[src/rtl/sev_seg_reader_if.sv]
// Display-bus and frame-handshake bundle for the 7-segment readback block.
// The slave side belongs to sev_seg_reader; the master side drives the panel and consumes frames.
interface sev_seg_reader_if #(
    parameter int DIGITS = 4
);
    logic [6:0]          seg_in;
    logic [DIGITS-1:0]   an_in;
    logic [4*DIGITS-1:0] out_digits;
    logic [DIGITS-1:0]   out_err;
    logic                out_valid;
    logic                out_ready;
    logic                busy;

    modport master (
        output seg_in, an_in, out_ready,
        input  out_digits, out_err, out_valid, busy
    );

    modport slave (
        input  seg_in, an_in, out_ready,
        output out_digits, out_err, out_valid, busy
    );
endinterface

[src/rtl/sev_seg_reader.sv]
// Reads a multiplexed active-low 7-segment display back into hex nibbles and
// hands out one frame per complete scan through a valid/ready handshake.
module sev_seg_reader #(
    parameter int DIGITS        = 4,
    parameter int STABLE_CYCLES = 4
) (
    input  logic             clk,
    input  logic             rst,
    sev_seg_reader_if.slave  bus
);
    localparam int              CW      = $clog2(STABLE_CYCLES);
    localparam logic [CW-1:0]   CNT_MAX = CW'(STABLE_CYCLES - 1);

    logic [6:0]          seg_m_q, seg_m_d, seg_s_q, seg_s_d;
    logic [DIGITS-1:0]   an_m_q, an_m_d, an_s_q, an_s_d;
    logic [DIGITS+6:0]   prev_q, prev_d;
    logic [CW-1:0]       cnt_q, cnt_d;
    logic                captured_q, captured_d;
    logic [DIGITS-1:0]   seen_q, seen_d;
    logic [4*DIGITS-1:0] work_digit_q, work_digit_d;
    logic [DIGITS-1:0]   work_err_q, work_err_d;
    logic [4*DIGITS-1:0] out_digits_q, out_digits_d;
    logic [DIGITS-1:0]   out_err_q, out_err_d;
    logic                out_valid_q, out_valid_d;
    logic                busy_q, busy_d;

    logic [DIGITS+6:0]   cur;
    logic                changed;
    logic                capture;
    logic                load;
    logic [DIGITS-1:0]   cap_mask;

    // {err, value}; anything that is not one of the sixteen glyphs flags err with value 0
    function automatic logic [4:0] encode(input logic [6:0] seg);
        case (seg)
            7'b1000000: encode = 5'h00;
            7'b1111001: encode = 5'h01;
            7'b0100100: encode = 5'h02;
            7'b0110000: encode = 5'h03;
            7'b0011001: encode = 5'h04;
            7'b0010010: encode = 5'h05;
            7'b0000010: encode = 5'h06;
            7'b1111000: encode = 5'h07;
            7'b0000000: encode = 5'h08;
            7'b0010000: encode = 5'h09;
            7'b0001000: encode = 5'h0A;
            7'b0000011: encode = 5'h0B;
            7'b1000110: encode = 5'h0C;
            7'b0100001: encode = 5'h0D;
            7'b0000110: encode = 5'h0E;
            7'b0001110: encode = 5'h0F;
            default:    encode = 5'h10;
        endcase
    endfunction

    function automatic logic one_cold(input logic [DIGITS-1:0] an);
        int zeros;
        zeros = 0;
        for (int i = 0; i < DIGITS; i++) begin
            zeros += an[i] ? 0 : 1;
        end
        return zeros == 1;
    endfunction

    always_comb begin
        seg_m_d = bus.seg_in;
        seg_s_d = seg_m_q;
        an_m_d  = bus.an_in;
        an_s_d  = an_m_q;

        cur     = {an_s_q, seg_s_q};
        prev_d  = cur;
        changed = (cur != prev_q);

        if (changed) begin
            cnt_d      = '0;
            captured_d = 1'b0;
        end else begin
            cnt_d      = (cnt_q == CNT_MAX) ? cnt_q : cnt_q + CW'(1);
            captured_d = captured_q;
        end

        // cnt_d reaching CNT_MAX means the current sample is the STABLE_CYCLES-th identical one
        capture      = (cnt_d == CNT_MAX) && !captured_d && one_cold(an_s_q);
        cap_mask     = '0;
        work_digit_d = work_digit_q;
        work_err_d   = work_err_q;
        if (capture) begin
            captured_d = 1'b1;
            for (int i = 0; i < DIGITS; i++) begin
                if (!an_s_q[i]) begin
                    {work_err_d[i], work_digit_d[4*i +: 4]} = encode(seg_s_q);
                    cap_mask[i] = 1'b1;
                end
            end
        end

        // A capture landing with the load goes out in this frame and does not re-arm seen
        load         = (&seen_q) && (!out_valid_q || bus.out_ready);
        out_digits_d = out_digits_q;
        out_err_d    = out_err_q;
        out_valid_d  = out_valid_q;
        seen_d       = seen_q | cap_mask;
        if (load) begin
            out_digits_d = work_digit_d;
            out_err_d    = work_err_d;
            out_valid_d  = 1'b1;
            seen_d       = '0;
        end else if (out_valid_q && bus.out_ready) begin
            out_valid_d  = 1'b0;
        end
        busy_d = |seen_d;
    end

    always_ff @(posedge clk) begin
        if (rst) begin
            seg_m_q      <= '0;
            seg_s_q      <= '0;
            an_m_q       <= '0;
            an_s_q       <= '0;
            prev_q       <= '0;
            cnt_q        <= '0;
            captured_q   <= 1'b0;
            seen_q       <= '0;
            work_digit_q <= '0;
            work_err_q   <= '0;
            out_digits_q <= '0;
            out_err_q    <= '0;
            out_valid_q  <= 1'b0;
            busy_q       <= 1'b0;
        end else begin
            seg_m_q      <= seg_m_d;
            seg_s_q      <= seg_s_d;
            an_m_q       <= an_m_d;
            an_s_q       <= an_s_d;
            prev_q       <= prev_d;
            cnt_q        <= cnt_d;
            captured_q   <= captured_d;
            seen_q       <= seen_d;
            work_digit_q <= work_digit_d;
            work_err_q   <= work_err_d;
            out_digits_q <= out_digits_d;
            out_err_q    <= out_err_d;
            out_valid_q  <= out_valid_d;
            busy_q       <= busy_d;
        end
    end

    assign bus.out_digits = out_digits_q;
    assign bus.out_err    = out_err_q;
    assign bus.out_valid  = out_valid_q;
    assign bus.busy       = busy_q;
endmodule
[src/flat_wrapper.sv]
// flat-port wrapper written by rule: the top's interface ports become plain ports
module sev_seg_reader_flat 
#(
    parameter int DIGITS        = 4,
    parameter int STABLE_CYCLES = 4
)
  (clk, rst, bus_seg_in, bus_an_in, bus_out_ready, bus_out_digits, bus_out_err, bus_out_valid, bus_busy);
  sev_seg_reader_if #(.DIGITS(DIGITS)) bus_i ();
  input  logic clk;
  input  logic rst;
  input wire logic [$bits(bus_i.seg_in)-1:0] bus_seg_in;
  input wire logic [$bits(bus_i.an_in)-1:0] bus_an_in;
  input wire logic [$bits(bus_i.out_ready)-1:0] bus_out_ready;
  output wire logic [$bits(bus_i.out_digits)-1:0] bus_out_digits;
  output wire logic [$bits(bus_i.out_err)-1:0] bus_out_err;
  output wire logic [$bits(bus_i.out_valid)-1:0] bus_out_valid;
  output wire logic [$bits(bus_i.busy)-1:0] bus_busy;
  assign bus_i.seg_in = bus_seg_in;
  assign bus_i.an_in = bus_an_in;
  assign bus_i.out_ready = bus_out_ready;
  assign bus_out_digits = bus_i.out_digits;
  assign bus_out_err = bus_i.out_err;
  assign bus_out_valid = bus_i.out_valid;
  assign bus_busy = bus_i.busy;
  sev_seg_reader #(.DIGITS(DIGITS), .STABLE_CYCLES(STABLE_CYCLES)) u_core (.clk(clk), .rst(rst), .bus(bus_i));
endmodule
[config.mk]
export PLATFORM = sky130hd
export DESIGN_NAME = sev_seg_reader_flat
export DESIGN_NICKNAME = d
export VERILOG_FILES = /design/src/rtl/sev_seg_reader_if.sv /design/src/rtl/sev_seg_reader.sv /design/src/flat_wrapper.sv
export SDC_FILE = /design/constraint.sdc
export NUM_CORES = 1
export LEC_CHECK = 0
export BUFFER_PORTS_ARGS = -buffer_cell sky130_fd_sc_hd__buf_2
export CAP_MARGIN = 20
export CELL_PAD_IN_SITES_DETAIL_PLACEMENT = 1
export CELL_PAD_IN_SITES_GLOBAL_PLACEMENT = 1
export CORE_MARGIN = 2
export CORE_UTILIZATION = 45
export DETAILED_ROUTE_END_ITERATION = 6
export PLACE_DENSITY = 0.85
export SYNTH_ARGS = -nofsm -noshare
export SYNTH_HDL_FRONTEND = slang
export SYNTH_SLANG_ARGS = --single-unit
[constraint.sdc]
create_clock -name clk -period 7.3 [get_ports clk]
set_clock_uncertainty 0.15 [all_clocks]
set_input_delay 1.46 -clock clk [delete_from_list [all_inputs] [get_ports clk]]
set_output_delay 1.46 -clock clk [all_outputs]
set_load 0.005 [all_outputs]
### Word level (Yosys, flattened, before mapping)

Cells that the tools add are included.

| word-level totals | value |
|---|---|
| word-level logic and storage cells | 76 |
| bits in registers | 82 |
| input bits | 14 |

| cells by class | value |
|---|---|
| reduce and logical (&&, ||, !) cells | 11 |
| bitwise gates (word level) | 1 |
| muxes and demuxes | 27 |
| eq/ne operators | 19 |
| $add $sub $neg | 4 |

Operators by type and width:

| kind | count |
|---|---|
| $add A32 B32 Y32 | 3 |
| $pmux W5 S16 | 1 |
| $eq A32 B2 Y1 const B | 1 |
| $eq A7 B7 Y1 const B | 4 |
| $mux W4 | 7 |
| $eq A7 B5 Y1 const B | 3 |
| $eq A7 B6 Y1 const B | 3 |
| $mux W1 | 16 |
| $mux W16 | 1 |
| $eq A7 B2 Y1 const B | 2 |
| $eq A7 B4 Y1 const B | 2 |
| $ne A11 B11 Y1 | 1 |
| $eq A7 B3 Y1 const B | 1 |
| $logic_not A7 Y1 | 1 |
| $eq A2 B2 Y1 const B | 2 |
| $logic_and A1 B1 Y1 | 4 |
| $mux W2 | 2 |
| $or A4 B4 Y4 | 1 |
| $reduce_and A4 Y1 | 1 |
| $reduce_or A4 Y1 | 1 |
| $add A2 B1 Y2 const B | 1 |
| $logic_not A1 Y1 | 2 |
| $reduce_bool A2 Y1 | 1 |
| $logic_or A1 B1 Y1 | 1 |

### Longest topological paths before layout

| logic depth | value |
|---|---|
| word-level depth | 10 |
| gate-level depth with buffers | 10 |
| mapped depth without buffers | 9 |

### Worst setup path after synthesis

No wires, ideal clock.

| timing | value |
|---|---|
| path kind | input to register |
| start | input bus_out_ready |
| end | register u_core.out_digits_q[12] (netlist: u_core.bus.out_digits[12]) |
| data required time | 7.028 ns |
| library setup time | 0.122 ns |
| stages on the path | 6 |
| setup slack | 4.472 ns |
| arrival | 2.556 ns |
| path through | nand2b_1 -> nand2b_1 -> clkbuf_1 -> clkbuf_1 -> nor4b_1 -> a311o_1 |

| on the way | value |
|---|---|
| word-level cells in the longest chain between the ends | 2 |

Ends and longest elaborated chain:

| what | line | text |
|---|---|---|
| from (decl) | flat_wrapper.sv:13 | `input wire logic [$bits(bus_i.out_ready)-1:0] bus_out_ready;` |
| $logic_or A1 B1 Y1 | sev_seg_reader.sv:99 | `load = (&seen_q) && (!out_valid_q \|\| bus.out_ready);` |
| $logic_and A1 B1 Y1 | sev_seg_reader.sv:99 |  |
| to (signal assigned) | sev_seg_reader.sv:142 | `out_digits_q <= out_digits_d;` |
| to (decl) | sev_seg_reader.sv:22 | `logic [4*DIGITS-1:0] out_digits_q, out_digits_d;` |

No other way between the ends.
A chain may end at the register's enable or synchronous reset.

### Final worst setup path

| timing | value |
|---|---|
| start | register u_core.an_s_q[0] |
| end | register u_core.out_digits_q[14] (netlist: u_core.bus.out_digits[14]) |

| on the way | value |
|---|---|
| word-level cells in the longest chain between the ends | 7 |
| elaborated cells on any way between the ends | 13 |
| those cells by class | 3 x add/sub; 3 x eq/ne; 4 x mux; 3 x reduce/logical |

Ends and longest elaborated chain:

| what | line | text |
|---|---|---|
| from (decl) | sev_seg_reader.sv:15 | `logic [DIGITS-1:0] an_m_q, an_m_d, an_s_q, an_s_d;` |
| from (signal assigned) | sev_seg_reader.sv:135 | `an_s_q <= an_s_d;` |
| $mux W1 | sev_seg_reader.sv:60 | `zeros += an[i] ? 0 : 1;` |
| $add A32 B32 Y32 (3 in a row) | sev_seg_reader.sv:60 |  |
| $eq A32 B2 Y1 | sev_seg_reader.sv:62 | `return zeros == 1;` |
| $logic_and A1 B1 Y1 * | sev_seg_reader.sv:84 | `capture = (cnt_d == CNT_MAX) && !captured_d && one_cold(an_s_q);` |
| $mux W16 * | sev_seg_reader.sv:88 | `if (capture) begin` |

Mark *: on every way between the ends. The rest lies on a longest branch, timed or not.

==> reports/qor.txt <==
status = finished, final reports clean
# hold bufs at CTS = 0
DP Wirelength = 5.06 mm
top_reg_cell synth = dfxtp_1
Die Y = 95.2 um
yosys warns = 0
Slew Limit Fails = 0
WL final = 7.89 mm
largest net degree at the start of global routing = 61
filler instances = 898
crit path DAT = 3.60 ns
Post-CTS Setup Bufs = 0
vias in the first global route = 2639
Avg WL per Cell = 16.1 um
Worst Setup SP = u_core.an_s_q[0]
relative slew slack = 30.7%
Die W = 95.2 um
Crit. End Element = flip-flop
FF+latch count, synth = 82
share of cells above drive strength 1 = 19.0%
syn avg cell area = 10.4 um2
pwr dens = 215 nW/um2
diode count = 0
Max-cap violations = 0
final worst path period share = 48.2%
Pwr Total = 0.891 mW
Crit path required time = 7.39 ns
Final setup viols = 0
post_cts resized = 0
Root Buffer = clkbuf_8
Hold Crit Start = u_core.seg_m_q[1]
category of the most critical setup path = reg -> reg
RSZ-0062 raised after global routing = false
# nets final = 396
maximum VDD drop = 0.106 mV
Area Overhead vs Synth = 10.7%
clk slew on worst S/H paths = 0.08 ns
vias per std cell = 5.60
area of the core = 8130 um2
multi-input logic area = 1910 um2
grt total ovfl = 0
syn nets = 376
worst hold slack = 0.292 ns
number of flops mapped to enable cells by yosys = 0
post-synth cell types = 54
IO buf count = 35
die area = 9060 um2
DRC violations left = 0
Rows = 33
clk buf depth = 2
Synth Cell Area = 3740 um2
f_max = 0.284 GHz
Reg-to-Reg Start = u_core.an_s_q[0]
CTS buffer count = 9
Detailed Route Iter0 Violations = 86
clock latency at the later pin of the worst-skew pair = 0.35 ns
Hold Path Class = reg -> reg
gpl congestion = 0.841
Worst-Margin Slew = 1.03 ns
Critical Path Start Type = flip-flop
register area = 1640 um2
Fin. Hold Viols = 0
Starting Density = 46.0%
fraction of registers with async set/reset = 0%
total track usage = 18.4%
detailed-route via count = 2737
Cells after Synth = 359
CTS H-Tree Depth = 3
TritonCTS clock tree = built
Seq/Total Area, Yosys = 43.9%
global-route wire length before repair = 12.9 mm
CP Max Fanout = 17
Leakage = 1.48 nW
Post-DRT Antenna Nets = 0
Ports = 36
CTS Sinks = 82
initial antenna violation count = 0
Setup TNS Final = 0 ns
minimum clock period = 3.52 ns
First-pass DRT Iterations = 4
-- metal layers --
layer	wire [um]	global-route usage, %	vias to the layer above
met1	3570	23.3	1360
met2	4000	30.5	37
met5	0	0	-
li1	-	-	1331
met4	107	8.09	0
met3	217	3.64	9
-- worst max-delay path, cell delays in order (launching register included) --
cell	delay, ns
dfxtp_1	0.37
fa_1	0.54
inv_1	0.04
ha_1	0.19
ha_1	0.26
and4bb_1	0.38
nand4_1	0.17
nor4_4	0.80
nor4b_1	0.14
a311o_1	0.36
-- worst paths after layout --
check,to,slack (ns),cells after the start
max,u_core.bus.out_digits[14],3.78,9
min,u_core.seg_s_q[1],0.29,1
max reg2reg,u_core.bus.out_digits[14],3.78,9
min reg2reg,u_core.seg_s_q[1],0.29,1
-- cell families after synthesis --
logic type / Yosys count / share of synthesized area (%)
simple gates: 162 / 30.2
mux: 17 / 4.55
fa+ha+maj: 3 / 1.20
compound gates: 47 / 10.3
buf+inv: 35 / 5.02
xor+xnor: 13 / 4.85
flops: 82 / 43.9
-- cell type report --
class	count	area share, %
Multi-Input combinational cell	242	46.2
Timing Repair Buffer	40	5.14
Clock buffer	10	3.33
Inverter	4	0.363
Tap cell	105	3.17
Sequential cell	82	39.7
Clock inverter	6	2.18
-- cells in the final DEF (no fill, tap or decap), types with 10 or more instances in the layout --
master	n
nor2_1	29
nor3b_1	19
nor4b_1	16
nand2b_1	10
buf_2	35
mux2i_1	17
clkbuf_8	10
nor2b_1	36
dfxtp_1	82
a311o_1	15
-- power by group --
group,total [mW],leakage [nW],switching (mW),internal [mW]
combinational,0.0616,0.701,0.0359,0.0256
clock,0.364,0.112,0.162,0.202
sequential,0.465,0.666,0.0105,0.455
total,0.891,1.48,0.208,0.683
-- Yosys cell counts (all sizes together) (2+ instances only) --
library cell	count	area, um2
or4	3	26.3
nor2	29	109
o21bai	4	30.0
dfxtp	82	1640
inv	4	15.0
ha	2	25.0
nor4	7	104
a21oi	2	10.0
mux2i	17	170
nor4bb	2	20.0
buf	13	105
a311o	15	150
nor3b	19	143
nor2b	36	225
o21ai	4	20.0
nand4	10	83.8
nand3b	4	30.0
o31ai	5	42.5
nand2b	10	62.6
nand3	2	22.5
clkbuf	18	67.6
nand2	9	33.8
o21a	7	52.6
o211ai	2	20.0
nand4b	3	41.3
xnor2	13	181
nor4b	16	140
o22ai	4	25.0
nor3	5	25.0
-- flip-flops by register name (all words and copies together) (netlist names) --
signal and flops:
u_core.an_m_q 4, u_core.an_s_q 4, u_core.bus.busy 1, u_core.bus.out_digits 16, u_core.bus.out_err 4, u_core.bus.out_valid 1, u_core.captured_q 1, u_core.cnt_q 2
u_core.prev_q 11, u_core.seen_q 4, u_core.seg_m_q 7, u_core.seg_s_q 7, u_core.work_digit_q 16, u_core.work_err_q 4
-- through the flow --
step | util [%] | std cells | setup slack, ns | instance area [um2]
CTS | 50.9 | 489 | 3.78 | 4140
global placement | 48.1 | 473 | 3.75 | 3910
floorplan | - | 359 | 4.47 | 3740
finish | 50.9 | 489 | 3.78 | 4140
global route | 50.9 | 489 | 3.56 | 4140
detailed placement | 48.1 | 473 | 3.67 | 3910
(Power assumes the default switching activity.)
